[config.mk]
export PLATFORM = sky130hd
export DESIGN_NAME = sec_disp_scan
export DESIGN_NICKNAME = d
export VERILOG_FILES = /design/src/rtl/clk_disp_pkg.sv /design/src/rtl/sec_disp_scan_seg7_dec.sv /design/src/rtl/sec_disp_scan.sv
export SDC_FILE = /design/constraint.sdc
export NUM_CORES = 1
export LEC_CHECK = 0
export BUFFER_PORTS_ARGS = -buffer_cell sky130_fd_sc_hd__buf_2
export CAP_MARGIN = 20
export CORE_MARGIN = 10
export CORE_UTILIZATION = 60
export CTS_CLUSTER_DIAMETER = 50
export DETAILED_ROUTE_END_ITERATION = 10
export PLACE_DENSITY = 0.85
export SLEW_MARGIN = 20
export SYNTH_ARGS = -nofsm -noshare
export SYNTH_HDL_FRONTEND = slang
export SYNTH_SLANG_ARGS = --single-unit
export TNS_END_PERCENT = 100
[constraint.sdc]
create_clock -name inclk -period 2.15 [get_ports inclk]
set_input_delay 0.215 -clock inclk [delete_from_list [all_inputs] [get_ports inclk]]
set_output_delay 0.215 -clock inclk [all_outputs]
set_load 0.05 [all_outputs]
[src/rtl/clk_disp_pkg.sv]
// Shared definitions for the seconds display stage: FSM encoding, segment codes
// and the double-dabble nibble adjust.
package clk_disp_pkg;

  typedef enum logic [1:0] {
    IDLE  = 2'd0,
    SHIFT = 2'd1,
    DONE  = 2'd2
  } state_t;

  // Active-low segment patterns, bit order {g,f,e,d,c,b,a}
  localparam logic [6:0] SEG_0     = 7'h40;
  localparam logic [6:0] SEG_1     = 7'h79;
  localparam logic [6:0] SEG_2     = 7'h24;
  localparam logic [6:0] SEG_3     = 7'h30;
  localparam logic [6:0] SEG_4     = 7'h19;
  localparam logic [6:0] SEG_5     = 7'h12;
  localparam logic [6:0] SEG_6     = 7'h02;
  localparam logic [6:0] SEG_7     = 7'h78;
  localparam logic [6:0] SEG_8     = 7'h00;
  localparam logic [6:0] SEG_9     = 7'h10;
  localparam logic [6:0] SEG_DASH  = 7'h3F;
  localparam logic [6:0] SEG_BLANK = 7'h7F;

  localparam int BCD_ITER = 6;
  localparam int SEC_MAX  = 59;

  function automatic logic [3:0] dd_adj(input logic [3:0] n);
    dd_adj = (n >= 4'd5) ? n + 4'd3 : n;
  endfunction

endpackage

[src/rtl/sec_disp_scan_seg7_dec.sv]
// BCD digit to active-low 7-segment pattern; non-decimal codes show blank.
module seg7_dec
  import clk_disp_pkg::*;
(
  input  logic [3:0] bcd_i,
  output logic [6:0] seg_n_o
);

  always_comb begin
    seg_n_o = SEG_BLANK;
    case (bcd_i)
      4'd0: seg_n_o = SEG_0;
      4'd1: seg_n_o = SEG_1;
      4'd2: seg_n_o = SEG_2;
      4'd3: seg_n_o = SEG_3;
      4'd4: seg_n_o = SEG_4;
      4'd5: seg_n_o = SEG_5;
      4'd6: seg_n_o = SEG_6;
      4'd7: seg_n_o = SEG_7;
      4'd8: seg_n_o = SEG_8;
      4'd9: seg_n_o = SEG_9;
      default: seg_n_o = SEG_BLANK;
    endcase
  end

endmodule

[src/rtl/sec_disp_scan.sv]
// Seconds display: synchronise binary seconds, convert to BCD with a
// double-dabble FSM, and scan two active-low 7-segment digits.
module sec_disp_scan
  import clk_disp_pkg::*;
#(
  parameter int SCAN_DIV    = 50000,
  parameter int SYNC_STAGES = 2
) (
  input  logic       rst,
  input  logic       inclk,
  input  logic [5:0] sec_in,
  output logic [6:0] seg_n,
  output logic [1:0] an_n,
  output logic       conv_busy
);

  localparam int CW = $clog2(SCAN_DIV);

  logic [5:0]    sync_q [SYNC_STAGES];
  logic [5:0]    sync_dly_q;
  logic [5:0]    sec_cap_q;
  logic [5:0]    last_conv_q, last_conv_d;
  logic          force_q, force_d;
  state_t        state_q, state_d;
  logic [13:0]   shift_q, shift_d;
  logic [13:0]   adj_w;
  logic [2:0]    count_q, count_d;
  logic [3:0]    tens_q, tens_d, units_q, units_d;
  logic          dash_q, dash_d;
  logic          req_w;

  logic [CW-1:0] cnt_q, cnt_d;
  logic          sel_q, sel_d, en_q, en_d, wrap_w;
  logic [6:0]    seg_q, seg_d;
  logic [1:0]    an_q, an_d;
  logic [6:0]    units_seg_w, tens_seg_w, units_pat_w, tens_pat_w;

  // A new value is accepted only after it has been identical for two
  // consecutive cycles, so staggered bit changes never produce a mixed capture.
  always_ff @(posedge inclk or negedge rst) begin
    if (!rst) begin
      for (int i = 0; i < SYNC_STAGES; i++) sync_q[i] <= '0;
      sync_dly_q <= '0;
      sec_cap_q  <= '0;
    end else begin
      sync_q[0] <= sec_in;
      for (int i = 1; i < SYNC_STAGES; i++) sync_q[i] <= sync_q[i-1];
      sync_dly_q <= sync_q[SYNC_STAGES-1];
      if (sync_q[SYNC_STAGES-1] == sync_dly_q) sec_cap_q <= sync_dly_q;
    end
  end

  assign req_w     = (sec_cap_q != last_conv_q) || force_q;
  assign conv_busy = (state_q != IDLE);
  assign adj_w     = {dd_adj(shift_q[13:10]), dd_adj(shift_q[9:6]), shift_q[5:0]};

  always_comb begin
    state_d     = state_q;
    shift_d     = shift_q;
    count_d     = count_q;
    last_conv_d = last_conv_q;
    force_d     = force_q;
    tens_d      = tens_q;
    units_d     = units_q;
    dash_d      = dash_q;
    case (state_q)
      IDLE: begin
        if (req_w) begin
          shift_d     = {8'b0, sec_cap_q};
          last_conv_d = sec_cap_q;
          count_d     = '0;
          force_d     = 1'b0;
          state_d     = SHIFT;
        end
      end
      SHIFT: begin
        shift_d = {adj_w[12:0], 1'b0};
        count_d = count_q + 3'd1;
        if (count_q == 3'(BCD_ITER - 1)) state_d = DONE;
      end
      DONE: begin
        // Both digits and the dash flag move together so no mixed pair shows
        tens_d  = shift_q[13:10];
        units_d = shift_q[9:6];
        dash_d  = (last_conv_q > 6'(SEC_MAX));
        state_d = IDLE;
      end
      default: state_d = IDLE;
    endcase
  end

  always_ff @(posedge inclk or negedge rst) begin
    if (!rst) begin
      state_q     <= IDLE;
      shift_q     <= '0;
      count_q     <= '0;
      last_conv_q <= '0;
      force_q     <= 1'b1;
      tens_q      <= '0;
      units_q     <= '0;
      dash_q      <= 1'b0;
    end else begin
      state_q     <= state_d;
      shift_q     <= shift_d;
      count_q     <= count_d;
      last_conv_q <= last_conv_d;
      force_q     <= force_d;
      tens_q      <= tens_d;
      units_q     <= units_d;
      dash_q      <= dash_d;
    end
  end

  seg7_dec u_dec_units (.bcd_i(units_q), .seg_n_o(units_seg_w));
  seg7_dec u_dec_tens  (.bcd_i(tens_q),  .seg_n_o(tens_seg_w));

  assign units_pat_w = dash_q ? SEG_DASH : units_seg_w;
  assign tens_pat_w  = dash_q ? SEG_DASH : tens_seg_w;

  // The first wrap only enables the display (units first); later wraps toggle.
  assign wrap_w = (cnt_q == CW'(SCAN_DIV - 1));

  always_comb begin
    cnt_d = wrap_w ? '0 : cnt_q + 1'b1;
    en_d  = en_q | wrap_w;
    sel_d = (wrap_w && en_q) ? ~sel_q : sel_q;
    seg_d = SEG_BLANK;
    an_d  = 2'b11;
    if (en_d) begin
      seg_d = sel_d ? tens_pat_w : units_pat_w;
      an_d  = sel_d ? 2'b01 : 2'b10;
    end
  end

  always_ff @(posedge inclk or negedge rst) begin
    if (!rst) begin
      cnt_q <= '0;
      sel_q <= 1'b0;
      en_q  <= 1'b0;
      seg_q <= SEG_BLANK;
      an_q  <= 2'b11;
    end else begin
      cnt_q <= cnt_d;
      sel_q <= sel_d;
      en_q  <= en_d;
      seg_q <= seg_d;
      an_q  <= an_d;
    end
  end

  assign seg_n = seg_q;
  assign an_n  = an_q;

endmodule

==> flow_summary_export.csv, run 1 <==
group,metric,value,unit
run_status,outcome,"completed",
sta,finClkSkew,0.005544,ns
global_route,grt_pass1_wl,11.90,mm
synthesis,syn_area_per_cell,11.28,um^2
sta,fin_setup_tns,0,ns
worst_setup_path,r2r_cells,6,
sta,fmax,507.3,MHz
place,portBuffers,17,
drt,drc,0,
clock_network,clk_latency,0.36,ns
drt,dr.pass1.iters,4,
drt,ant_nets,0,
worst_setup_path,ff2ff_setup_slack,0.18,ns
synthesis,async_reset_ff_frac,1.000,
sta,period_minus_slack,1.971,ns
worst_setup_path,critPathKind,"reg -> reg",
global_route,grt_max_degree,59,
floorplanning,dieArea,10360,um^2
worst_setup_path,crit_path_max_fanout,9,
clock_network,tritoncts,"built",
power,peakVddDrop,920.9,uV
cells_and_area,multi_input_area,1740,um^2
min_path,hold_class,"in -> async",
drt,via_per_inst,5.697,
run,cap_violations,0,
sta,period_share,0.9169,
power,p_sw,1.812,mW
drt,drtIter0Drc,85,
synthesis,ys_ff_latch,86,
worst_setup_path,critical_path_buf_inv_count,0,
synthesis,netlist_instances,356,
synthesis,syn_area,4015,um^2
cells_and_area,nFillCells,450,
floorplanning,core_area,6422,um^2
power,power_density,1134,nW/um^2
power,p_comb_frac,0.326,
cells_and_area,seq_area,2165,um^2
worst_setup_path,crit_arrival,2.24,ns
power,power.internal,3.252,mW
worst_setup_path,worst_setup_path_end_kind,"flip-flop",
cells_and_area,syn_to_final_growth,11.22,%
floorplanning,initial_core_util,0.6252,
worst_setup_path,r2r_start,"cnt_q[0]$_DFF_PN0_",
worst_setup_path,r2r_end,"seg_n[5]$_DFF_PN1_",
drt,routed_wl,6.864,mm
cells_and_area,fin_nets,409,
power,power.total,5.064,mW
power,seq_power_share,0.447,
power,p_leak,1.979,nW
worst_setup_path,startpoint_type,"flip-flop",
clock_network,cts.sinks,86,
synthesis,yosysWarnings,0,
cells_and_area,final_layout_size_suffix_gt1_frac,0.1979,
floorplanning,row_count,29,
worst_setup_path,path_cells,"ha_1 > and3_1 > and4_1 > o21bai_1 > nor3_1 > a22oi_1",
clock_network,htreeDepth,3,
clock_network,cts.clk_slew.worst_paths,0.09,ns
clock_network,cts_setup_buffers,0,
sta,tightest_slew,0.7810,ns
worst_setup_path,critPathRequiredTime,2.42,ns
sta,setup-violations-final,0,
global_route,grt_overflow_total,0,
synthesis,synth-seq-area-share,0.5391,
floorplanning,die_w,101.8,um
worst_setup_path,critPathMaxStageDelay,0.43,ns
place,hpwl,4.652,mm
synthesis,synth_edf_count,0,
clock_network,cts_max_path_buffers,2,
synthesis,synth_fp_nets,381,
power,clockPowerShare,0.227,
global_route,grt_util_all_layers,0.1434,
global_route,grt_pass1_vias,2604,
cells_and_area,antenna_cells,0,
worst_setup_path,path_delay_family,"simple AND/OR/NAND/NOR gates",
clock_network,root_buffer,"clkbuf_8",
worst_setup_path,crit_slowest_cell,"dfrtp_1",
floorplanning,io_pins,18,
synthesis,synthFlopType,"dfrtp_1",
drt,vias,2655,
sta,rsz0062_at_grt,"false",
sta,hold_viol_final,0,
sta,slew_headroom,0.4793,
global_route,antenna_found_initial,0,
drt,wire_per_inst,14.73,um
power,switching_share,0.3578,
clock_network,numCtsBuffers,9,
place,gp_congestion,0.8410,
clock_network,cts_resized,0,
sta,drv_slew,0,
floorplanning,dieHeight,101.8,um
synthesis,ys_types,54,
[power by group through the flow]
stage	Clock, mW	Sequential [mW]	Combinational, mW
6_report	1.15	2.26	1.65
5_1_grt	1.25	2.32	1.87
4_1_cts	1.17	2.26	1.67
3_5_place_dp	0	2.29	1.63
3_3_place_gp	0	2.27	1.59
2_1_floorplan	0	2.16	1.36
[routing by layer]
layer | vias up | GRT usage | part of all wire
met5 | - | 0 | 0
met4 | 0 | 0.07041 | 0.013
met3 | 12 | 0.03676 | 0.042
met2 | 50 | 0.2386 | 0.51
met1 | 1299 | 0.1693 | 0.44
li1 | 1294 | - | -
[worst reg2reg max path, cell delays in order, from the launching register on]
cell      delay [ns]
dfrtp_1         0.43
ha_1            0.25
and3_1          0.21
and4_1          0.31
o21bai_1        0.35
nor3_1          0.12
a22oi_1         0.22
[cell usage after synthesis (2+ instances only)]
library cell | instances | share of area
buf_2 | 4 | 0.0050
xor2_1 | 16 | 0.035
dfstp_2 | 10 | 0.065
a211oi_1 | 3 | 0.0056
a32o_1 | 2 | 0.0050
and3_1 | 2 | 0.0031
o22ai_1 | 8 | 0.012
or2_1 | 3 | 0.0047
and4_1 | 2 | 0.0044
a21o_1 | 5 | 0.0093
a22o_1 | 7 | 0.015
or2_2 | 2 | 0.0031
o21ai_0 | 15 | 0.019
nand2_1 | 27 | 0.025
nor3b_1 | 2 | 0.0037
inv_1 | 14 | 0.013
nor3_2 | 2 | 0.0050
nor2b_1 | 3 | 0.0047
mux2_2 | 17 | 0.048
nand2b_1 | 10 | 0.016
dfrtp_1 | 76 | 0.47
nor2_1 | 21 | 0.020
nor4bb_1 | 2 | 0.0050
nor2_2 | 2 | 0.0031
nand4_1 | 5 | 0.0078
a21oi_1 | 14 | 0.017
xnor2_1 | 15 | 0.033
nand3_1 | 7 | 0.0087
o21ai_1 | 4 | 0.0050
or3_1 | 2 | 0.0031
clkbuf_1 | 7 | 0.0065
a22oi_1 | 3 | 0.0056
nor3_1 | 7 | 0.0087
ha_1 | 17 | 0.053
[final cells by class]
cell class                      count  share of cell area
Clock buffer                        9             0.02774
Clock inverter                      7             0.01793
Inverter                           14             0.01177
Multi-Input combinational cell    244              0.3897
Sequential cell                    86              0.4847
Tap cell                           77             0.02157
Timing Repair Buffer               29             0.04651
[state kept, by name, indices dropped and copies added (netlist names)]
register and cells:
an_n 2, cnt_q 16, count_q 3, dash_q 1, en_q 1, force_q 1, last_conv_q 6, sec_cap_q 6
seg_n 7, sel_q 1, shift_q 14, state_q 2, sync_dly_q 6, sync_q 12, tens_q 4, units_q 4
[logic make-up (layout without fill, tap and decap cells)]
family	count (synthesis)	count (layout)	synth area share
buffers and inverters	26	59	0.02742
multiplexers	18	18	0.05017
AND/OR/NAND/NOR	109	109	0.1471
adder cells (fa/ha/maj)	17	17	0.05298
XOR/XNOR	32	32	0.07448
flip-flops	86	86	0.5391
AO/OA/AOI/OAI	68	68	0.1088
[worst max path at each step]
stage	from	depth (start not counted)	endpoint
5_1_grt	cnt_q[0]$_DFF_PN0_	6	seg_n[5]$_DFF_PN1_
6_report	cnt_q[0]$_DFF_PN0_	6	seg_n[5]$_DFF_PN1_
3_5_place_dp	cnt_q[0]$_DFF_PN0_	6	seg_n[5]$_DFF_PN1_
3_3_place_gp	sec_cap_q[1]$_DFFE_PN0N_	5	count_q[0]$_DFFE_PN0P_
4_1_cts	cnt_q[0]$_DFF_PN0_	6	seg_n[5]$_DFF_PN1_
2_1_floorplan	cnt_q[0]$_DFF_PN0_	7	seg_n[5]$_DFF_PN1_
[what timing repair did]
| item | 4_1_cts | 5_1_grt |
|---|---|---|
| setup endpoints to repair | 0 | 0 |
| endpoints found under the hold margin | 25 | 0 |
| hold buffers | 7 | 0 |
[per-stage QoR]
step,utilization,hold WS (ns),std cells,worst slack [ns],instance area (um^2)
floorplan,-,-0.08059,356,0.4404,4015
global placement,0.6526,0.1570,443,0.3139,4192
detailed placement,0.6526,0.1592,443,0.2332,4192
CTS,0.6953,0.3116,466,0.1586,4466
global route,0.6953,0.3488,466,0.06173,4466
finish,0.6953,0.3089,466,0.1787,4466
[placed cells by master (no fill, tap or decap), drive strengths merged, types with 2 or more instances in the layout]
cell / Yosys / final
a21o: 5 / 5
o22ai: 8 / 8
nor3b: 2 / 2
and2: 2 / 2
a32o: 2 / 2
or3: 2 / 2
mux2: 17 / 17
nor2: 23 / 23
a22oi: 3 / 3
clkbuf: 7 / 9
buf: 5 / 22
dlygate4sd3: 0 / 7
clkinv: 0 / 2
nand2: 27 / 27
xor2: 16 / 16
or3b: 2 / 2
a21oi: 15 / 15
dfrtp: 76 / 76
or2: 6 / 6
xnor2: 16 / 16
nand4: 5 / 5
a211oi: 3 / 3
clkinvlp: 0 / 2
nand3: 7 / 7
nor3: 9 / 9
a22o: 7 / 7
ha: 17 / 17
nand2b: 10 / 10
dfstp: 10 / 10
o21ai: 19 / 19
nor4bb: 2 / 2
and3: 2 / 2
and4: 2 / 2
inv: 14 / 16
nor2b: 3 / 3
(Power assumes the default switching activity.)
==> inputs of run 2 (changes only) <==
Settings changed: CELL_PAD_IN_SITES_DETAIL_PLACEMENT from default to 0, CELL_PAD_IN_SITES_GLOBAL_PLACEMENT from default to 2, CORE_UTILIZATION 60 to 41.
==> run 2 against run 1 <==
- setup slack better by 0.028 ns
- maximum frequency is 1.4% higher
- cell count is 12% higher
==> flow_summary_export.csv, run 2 (same netlist as run 1, synthesis figures left out) <==
group,metric,value,unit
run_status,outcome,"completed",
global_route,grt_util_all_layers,0.1061,
drt,drc,0,
worst_setup_path,r2r_start,"sec_cap_q[5]$_DFFE_PN0N_",
clock_network,numCtsBuffers,9,
clock_network,root_buffer,"clkbuf_8",
cells_and_area,final_cell_area,4577,um^2
floorplanning,core_area,9639,um^2
cells_and_area,top_regs,"cnt_q: 16 flops, shift_q: 14 flops, sync_q: 12 flops",
sta,setup_ws,0.2065,ns
place,hpwl,5.074,mm
power,peakVddDrop,615.2,uV
place,place_ws,0.2144,ns
min_path,hold_class,"in -> async",
cells_and_area,final_layout_size_suffix_gt1_frac,0.2020,
place,gp_congestion,0.7848,
worst_setup_path,critPathRequiredTime,2.39,ns
clock_network,tritoncts,"built",
sta,rsz0062_at_grt,"false",
sta,fmax,514.5,MHz
clock_network,cts_hold_buf,7,
global_route,antenna_found_initial,0,
power,power_density,1145,nW/um^2
worst_setup_path,ff2ff_setup_slack,0.21,ns
drt,wire_per_inst,13.70,um
floorplanning,initial_core_util,0.4165,
global_route,grt_pass1_wl,12.55,mm
worst_setup_path,crit_path_max_fanout,19,
drt,dr.pass1.iters,4,
cells_and_area,syn_to_final_growth,13.99,%
run,cap_violations,0,
floorplanning,io_pins,18,
sta,period_minus_slack,1.943,ns
worst_setup_path,r2r_cells,5,
sta,fin_setup_tns,0,ns
sta,slew_headroom,0.4377,
cells_and_area,layout_common_cells,"dfrtp_1 (76), nand2_1 (27), nor2_1 (21), mux2_2 (17), ha_1 (17)",
worst_setup_path,startpoint_type,"flip-flop",
clock_network,cts_setup_buffers,0,
worst_setup_path,crit_arrival,2.19,ns
sta,whs,0.3232,ns
place,place_area,4277,um^2
sta,hold_viol_final,0,
clock_network,cts.sinks,86,
sta,tightest_slew,0.8434,ns
floorplanning,row_count,36,
cells_and_area,antenna_cells,0,
clock_network,cts_resized,0,
worst_setup_path,r2r_end,"count_q[0]$_DFFE_PN0P_",
cells_and_area,largest_reg_flops,16,
sta,finClkSkew,0.008777,ns
global_route,grt_pass1_vias,2563,
drt,ant_nets,0,
sta,setup-violations-final,0,
clock_network,clk_latency,0.35,ns
drt,vias,2583,
sta,period_share,0.9039,
worst_setup_path,worst_setup_path_end_kind,"flip-flop",
place,portBuffers,17,
clock_network,htreeDepth,3,
clock_network,cts.clk_slew.worst_paths,0.09,ns
clock_network,cts_max_path_buffers,2,
drt,routed_wl,7.178,mm
power,p_leak,2.001,nW
cells_and_area,fin_nets,411,
drt,drtIter0Drc,137,
floorplanning,dieArea,14150,um^2
worst_setup_path,critPathKind,"reg -> reg",
floorplanning,dieHeight,119.0,um
drt,via_per_inst,4.929,
cells_and_area,mostFrequentLayoutCell,"dfrtp_1",
cells_and_area,top_register,"cnt_q",
floorplanning,die_w,119.0,um
sta,drv_slew,0,
global_route,grt_overflow_total,0,
global_route,grt_max_degree,40,
==> run 2: cell type report <==
class / count / area (um^2)
Sequential cell: 86 / 2165
Clock inverter: 6 / 92.59
Multi-Input combinational cell: 244 / 1740
Inverter: 14 / 52.55
Tap cell: 133 / 166.4
Fill cell: 913 / 5062
Timing Repair Buffer: 31 / 222.7
Clock buffer: 10 / 137.6
==> run 2: worst max path at each step <==
stage | end | start | cells after the start | slack (ns)
after detailed placement | count_q[0]$_DFFE_PN0P_ | sec_cap_q[1]$_DFFE_PN0N_ | 5 | 0.21
after CTS | count_q[0]$_DFFE_PN0P_ | sec_cap_q[1]$_DFFE_PN0N_ | 5 | 0.20
final | count_q[0]$_DFFE_PN0P_ | sec_cap_q[5]$_DFFE_PN0N_ | 5 | 0.21
after global routing | count_q[0]$_DFFE_PN0P_ | sec_cap_q[1]$_DFFE_PN0N_ | 5 | 0.01
after global placement | count_q[0]$_DFFE_PN0P_ | sec_cap_q[1]$_DFFE_PN0N_ | 5 | 0.22
after floorplan | seg_n[5]$_DFF_PN1_ | cnt_q[0]$_DFF_PN0_ | 7 | 0.44
==> run 2: metal layers <==
layer,wire (um),track usage,part of all wire,vias up
met5,0,0,0,-
met1,3518,0.1393,0.49,1245
li1,-,-,-,1295
met4,111,0.03740,0.015,0
met3,269,0.03354,0.037,11
met2,3279,0.1617,0.46,32
==> run 2: critical path, stage by stage, from the launching register on <==
cell     delay, ns
dfrtp_1       0.44
xor2_1        0.17
nor3_1        0.07
a21oi_2       0.68
nor2_2        0.17
mux2_2        0.31
==> run 2: report_power, final <==
| group | internal (mW) | switching [mW] | total, mW |
|---|---|---|---|
| combinational | 0.795 | 0.888 | 1.68 |
| sequential | 1.92 | 0.336 | 2.26 |
| clock | 0.695 | 0.606 | 1.30 |
==> run 2: through the flow <==
stage,utilization,power [mW],instances
floorplan,-,3.518,356
global placement,0.4437,3.952,501
detailed placement,0.4437,3.980,501
CTS,0.4748,5.308,524
global route,0.4748,5.663,524
finish,0.4748,5.243,524
